**src/rtl/audio_sample_buffer.sv**
```systemverilog
// Stereo L-PCM sample FIFO feeding the HDMI audio sample packet builder.
// Each scheduler grant drains up to MAX_SAMPLES samples and labels slot 0 with its IEC 60958 frame index.
module audio_sample_buffer #(
    parameter int FIFO_DEPTH  = 8,
    parameter int MAX_SAMPLES = 4,
    parameter int BIT_WIDTH   = 24
) (
    input  logic                          clk_pixel,
    input  logic                          reset_n,
    input  logic                          sample_valid,
    input  logic [BIT_WIDTH-1:0]          sample_left,
    input  logic [BIT_WIDTH-1:0]          sample_right,
    input  logic                          packet_grant,
    output logic                          packet_pending,
    output logic [3:0][1:0][23:0]         audio_sample_word,
    output logic [3:0]                    audio_sample_word_present,
    output logic [7:0]                    frame_counter,
    output logic [$clog2(FIFO_DEPTH):0]   fifo_level,
    output logic                          overflow
);

    localparam int AW = $clog2(FIFO_DEPTH);
    localparam int CW = AW + 1;

    logic [BIT_WIDTH-1:0]  r_mem_l [FIFO_DEPTH];
    logic [BIT_WIDTH-1:0]  r_mem_r [FIFO_DEPTH];
    logic [AW-1:0]         r_rd_ptr;
    logic [AW-1:0]         r_wr_ptr;
    logic [CW-1:0]         r_count;
    logic                  r_pending;
    logic                  r_overflow;
    logic [3:0][1:0][23:0] r_word;
    logic [3:0]            r_present;
    logic [7:0]            r_fc;
    logic [7:0]            r_next_fc;

    logic [2:0]            w_avail;
    logic [2:0]            w_k;
    logic                  w_push_ok;
    logic [CW-1:0]         w_count_next;
    logic [3:0][1:0][23:0] w_word;
    logic [3:0]            w_present;
    logic [8:0]            w_fc_sum;
    logic [7:0]            w_fc_wrapped;

    // NOTE: every always_comb output gets a value on every path, so no latch is inferred.
    always_comb begin
        w_avail      = (r_count > CW'(MAX_SAMPLES)) ? 3'(MAX_SAMPLES) : 3'(r_count);
        w_k          = packet_grant ? w_avail : 3'd0;
        // A grant frees its slots in the same cycle, so a push into a full FIFO can still land.
        w_push_ok    = sample_valid && ((r_count - CW'(w_k)) < CW'(FIFO_DEPTH));
        w_count_next = r_count - CW'(w_k) + CW'(w_push_ok);
        w_fc_sum     = {1'b0, r_next_fc} + 9'(w_k);
        w_fc_wrapped = (w_fc_sum >= 9'd192) ? 8'(w_fc_sum - 9'd192) : w_fc_sum[7:0];
        for (int i = 0; i < 4; i++) begin
            w_present[i] = (3'(i) < w_k);
            w_word[i][0] = w_present[i] ? 24'(r_mem_l[r_rd_ptr + AW'(i)]) : 24'd0;
            w_word[i][1] = w_present[i] ? 24'(r_mem_r[r_rd_ptr + AW'(i)]) : 24'd0;
        end
    end

    // NOTE: sample storage has no reset; the pointers and count alone define which entries are live.
    always_ff @(posedge clk_pixel) begin
        if (w_push_ok) begin
            r_mem_l[r_wr_ptr] <= sample_left;
            r_mem_r[r_wr_ptr] <= sample_right;
        end
    end

    // NOTE: sequential state uses non-blocking assignments so every flop samples pre-edge values.
    always_ff @(posedge clk_pixel or negedge reset_n) begin
        if (!reset_n) begin
            r_rd_ptr   <= '0;
            r_wr_ptr   <= '0;
            r_count    <= '0;
            r_pending  <= 1'b0;
            r_overflow <= 1'b0;
            r_word     <= '0;
            r_present  <= 4'b0000;
            r_fc       <= 8'd0;
            r_next_fc  <= 8'd0;
        end else begin
            r_count   <= w_count_next;
            r_pending <= (w_count_next != '0);
            if (w_push_ok) begin
                r_wr_ptr <= r_wr_ptr + AW'(1);
            end
            if (sample_valid && !w_push_ok) begin
                r_overflow <= 1'b1;
            end
            if (packet_grant) begin
                // r_next_fc already includes the previous packet's sample count.
                r_rd_ptr  <= r_rd_ptr + AW'(w_k);
                r_word    <= w_word;
                r_present <= w_present;
                r_fc      <= r_next_fc;
                r_next_fc <= w_fc_wrapped;
            end
        end
    end

    assign packet_pending            = r_pending;
    assign audio_sample_word         = r_word;
    assign audio_sample_word_present = r_present;
    assign frame_counter             = r_fc;
    assign fifo_level                = r_count;
    assign overflow                  = r_overflow;

endmodule
```
**config.mk**
```make
export PLATFORM = sky130hd
export DESIGN_NAME = audio_sample_buffer
export DESIGN_NICKNAME = d
export VERILOG_FILES = /design/src/rtl/audio_sample_buffer.sv
export SDC_FILE = /design/constraint.sdc
export NUM_CORES = 1
export LEC_CHECK = 0
export BUFFER_PORTS_ARGS = -buffer_cell sky130_fd_sc_hd__buf_2
export CELL_PAD_IN_SITES_DETAIL_PLACEMENT = 0
export CELL_PAD_IN_SITES_GLOBAL_PLACEMENT = 2
export CORE_ASPECT_RATIO = 0.6
export CORE_UTILIZATION = 45
export CTS_CLUSTER_DIAMETER = 50
export DETAILED_ROUTE_END_ITERATION = 7
export GPL_TIMING_DRIVEN = 0
export HOLD_SLACK_MARGIN = 0.1
export MAX_ROUTING_LAYER = met4
export PLACE_DENSITY = 0.82
export SLEW_MARGIN = 20
export SYNTH_ARGS = -nofsm -noshare
export SYNTH_HDL_FRONTEND = slang
export SYNTH_SLANG_ARGS = --single-unit
export TNS_END_PERCENT = 10
```
**constraint.sdc**
```tcl
create_clock -name clk_pixel -period 7.2 [get_ports clk_pixel]
set_clock_uncertainty 0.15 [all_clocks]
set_input_delay 2.16 -clock clk_pixel [delete_from_list [all_inputs] [get_ports clk_pixel]]
set_output_delay 2.16 -clock clk_pixel [all_outputs]
set_load 0.05 [all_outputs]
```
==> impl_metrics.py <==
metrics = {
    "setup_path": {
        "critPathSlowestCell": "nor3b_2",
        "path_buf_inv": 10,
        "cp_max_fo": 10,
        "worst_ep_arrival_time_ns": 6.86,
        "end_kind": "register",
        "crit_path_start_kind": "primary input",
        "cp_top_family": "buffers and inverters",
        "crit_chain": "buf_4 > buf_2 > clkbuf_1 > nand3_1 > ha_1 > a21oi_1 > o21bai_1 > a32oi_1 > nand3_1 > nor3b_2 > buf_4 > buf_6 > buf_6 > buf_4 > buf_6 > buf_4 > buf_4",
        "crit_path_frequent_cell": "buf_4",
        "crit_type": "primary input to register",
        "required_ns": 7.42,
        "critPathMaxStageDelay_ns": 0.61,
    },
    "clock_network": {
        "post_cts_buffers": 0,
        "cts.htree.levels": 2,
        "cts_made_buffers": 60,
        "clock_path_buffers": 3,
        "clock_sinks": 608,
        "clk_latency_ns": 0.66,
        "hold_buffers": 0,
        "cts_resized": 0,
        "root_buffer": "clkbuf_16",
        "cts_tree": "built",
        "clk_pin_slew_worst_paths_ns": 0.06,
    },
    "sta": {
        "finalCritPeriodShare_pct": 92.3,
        "period_needed_ns": 6.64,
        "tns_ns": 0,
        "slew_headroom_pct": 21.8,
        "report.final.slew_viol_count": 0,
        "worst_slew_pin_slew_ns": 1.17,
        "setup_violations": 0,
        "rsz0062_at_grt": "false",
        "max_freq_ghz": 0.151,
        "hold_ws_ns": 0.335,
        "hold_violations": 0,
    },
    "routing": {
        "drc": 0,
        "via_per_inst": 6.44,
        "drt_iter0_drc": 2558,
        "first_pass_iters": 5,
        "post_drt_wl_per_cell_um": 31.8,
        "vias": 18900,
        "drtAntennaViolNets": 0,
        "drt-total-wl_um": 93400,
    },
    "floorplan": {
        "initial_core_util_pct": 46.0,
        "fp.dieW_um": 335,
        "dieHeight_um": 202,
        "rows": 72,
        "ios": 262,
        "core-area_um2": 65100,
        "die_area_um2": 67600,
    },
    "global_routing": {
        "grt_max_degree": 96,
        "antenna_found_initial": 11,
        "grt_pass1_wl_um": 134000,
        "grt_pass1_vias": 19000,
        "grt.overflow.total": 0,
        "grt_use_total_pct": 28.6,
    },
    "logic_synthesis": {
        "ys.flop_type": "edfxtp_1",
        "syn_inst": 1607,
        "yosysUniqueCellTypes": 42,
        "synth_warnings": 0,
        "synth_seq_area_share_pct": 57.2,
        "syn_area_um2": 29900,
        "avgSynthCellArea_um2": 18.6,
        "synth_fp_nets": 1674,
        "synth_seq_cells": 608,
        "synth_edf_count": 384,
        "ys_async_sr_fraction_pct": 36.8,
    },
    "layout": {
        "drive_gt1_share_pct": 41.6,
        "final_util_pct": 53.9,
        "layout_common_cells": "edfxtp_1 (384), mux4_2 (336), buf_2 (321)",
        "design.final.nets": 2050,
        "syn_to_final_growth_pct": 17.3,
        "final_common_cell": "edfxtp_1",
    },
    "pwr": {
        "powerDensity_nw_per_um2": 533,
        "vdd_ir_drop_max_mv": 0.353,
        "p_leak_uw": 0.0132,
        "totalPowerFinal_uw": 18700,
    },
    "outcome": {
        "status": "completed",
    },
    "hold_path": {
        "holdCritPathClass": "register to register",
    },
    "place": {
        "port_buffers": 260,
        "place.gp.congestion": 0.856,
        "hpwl_um": 66100,
    },
    "job": {
        "drv_cap": 0,
    },
}
[worst paths after layout]
kind	start	endpoint	slack (ns)	cells past startpoint
max	packet_grant	r_mem_r[5][13]$_DFFE_PP_	0.56	17
max reg2reg	r_rd_ptr[1]$_DFFE_PN0P_	audio_sample_word[164]$_DFFE_PN0P_	1.98	10
min in group asynchronous	reset_n	audio_sample_word[132]$_DFFE_PN0P_	1.26	1
max in group asynchronous	reset_n	r_next_fc[3]$_DFFE_PN0P_	4.75	2
min reg2reg	audio_sample_word[116]$_DFFE_PN0P_	audio_sample_word[116]$_DFFE_PN0P_	0.33	1
min	audio_sample_word[116]$_DFFE_PN0P_	audio_sample_word[116]$_DFFE_PN0P_	0.33	1
[through the flow]
stage / std cells / worst slack [ns] / cell area, µm²
after floorplan: 1607 / -1.19 / 29900
after global placement: 2755 / -6.55 / 32400
after detailed placement: 2809 / -0.0526 / 33000
after CTS: 2923 / 0.619 / 35100
after global routing: 2933 / 0.287 / 35100
final: 2935 / 0.557 / 35100
[layout make-up]
class                   count  area (µm²)
flip-flops and latches    608       17100
plain buffers             144         668
clock buffers              86        1760
multi-input cells         836       12100
diodes                     12        30.0
repair buffers            314        1910
fillers                  5141       30000
well taps                 888        1110
clock inverters            28         302
inverters                  19        71.3
[layer usage]
metal  GRT usage [%]  share of wire (%)  up-vias
met1            41.4                 41     9901
li1                -                  -     7623
met3            7.60                 12      146
met4            7.34                2.2        0
met2            40.3                 44     1240
met5               -                  0        -
[state kept, by name (all words and copies together), names as in the netlist]
name,cells
audio_sample_word_present,4
frame_counter,8
r_next_fc,8
audio_sample_word,192
fifo_level,4
packet_pending,1
overflow,1
r_rd_ptr,3
r_mem_l,192
r_wr_ptr,3
r_mem_r,192
[synthesized netlist by cell type (2+ instances only)]
cell | number | share of area [%]
a21o_1 | 2 | 0.050
a21oi_1 | 8 | 0.13
and3_1 | 2 | 0.042
buf_1 | 12 | 0.15
buf_2 | 62 | 1.0
buf_4 | 12 | 0.30
clkbuf_1 | 57 | 0.71
dfrtp_1 | 224 | 19
edfxtp_1 | 384 | 39
fa_1 | 3 | 0.20
ha_1 | 12 | 0.50
inv_1 | 16 | 0.20
inv_2 | 3 | 0.038
mux2_2 | 11 | 0.41
mux2i_1 | 194 | 6.5
mux4_2 | 336 | 25
nand2_1 | 10 | 0.13
nand2b_1 | 2 | 0.042
nand3_1 | 7 | 0.12
nand4_1 | 3 | 0.063
nor2_1 | 10 | 0.13
nor3_1 | 3 | 0.050
nor3b_1 | 5 | 0.13
nor4b_1 | 2 | 0.059
o21ai_0 | 4 | 0.067
o21ai_1 | 2 | 0.033
o21bai_1 | 2 | 0.050
o2bb2ai_1 | 192 | 5.6
xnor2_1 | 8 | 0.23
xor2_1 | 7 | 0.20
[kinds of logic after synthesis]
logic type	after synthesis	synth area share [%]
mux	541	32.2
simple gates	49	0.869
fa+ha+maj	15	0.702
buf+inv	163	2.47
flops	608	57.2
xor+xnor	15	0.439
compound gates	216	6.13
[report_power, final]
| part | leakage (µW) | internal [µW] | total (µW) | switching, µW |
|---|---|---|---|---|
| Combinational | 0.00595 | 3810 | 10200 | 6370 |
| Clock | 0.00102 | 1890 | 3300 | 1410 |
| Sequential | 0.00628 | 4630 | 5230 | 606 |
Note: power is estimated with default switching activity, not from simulation.
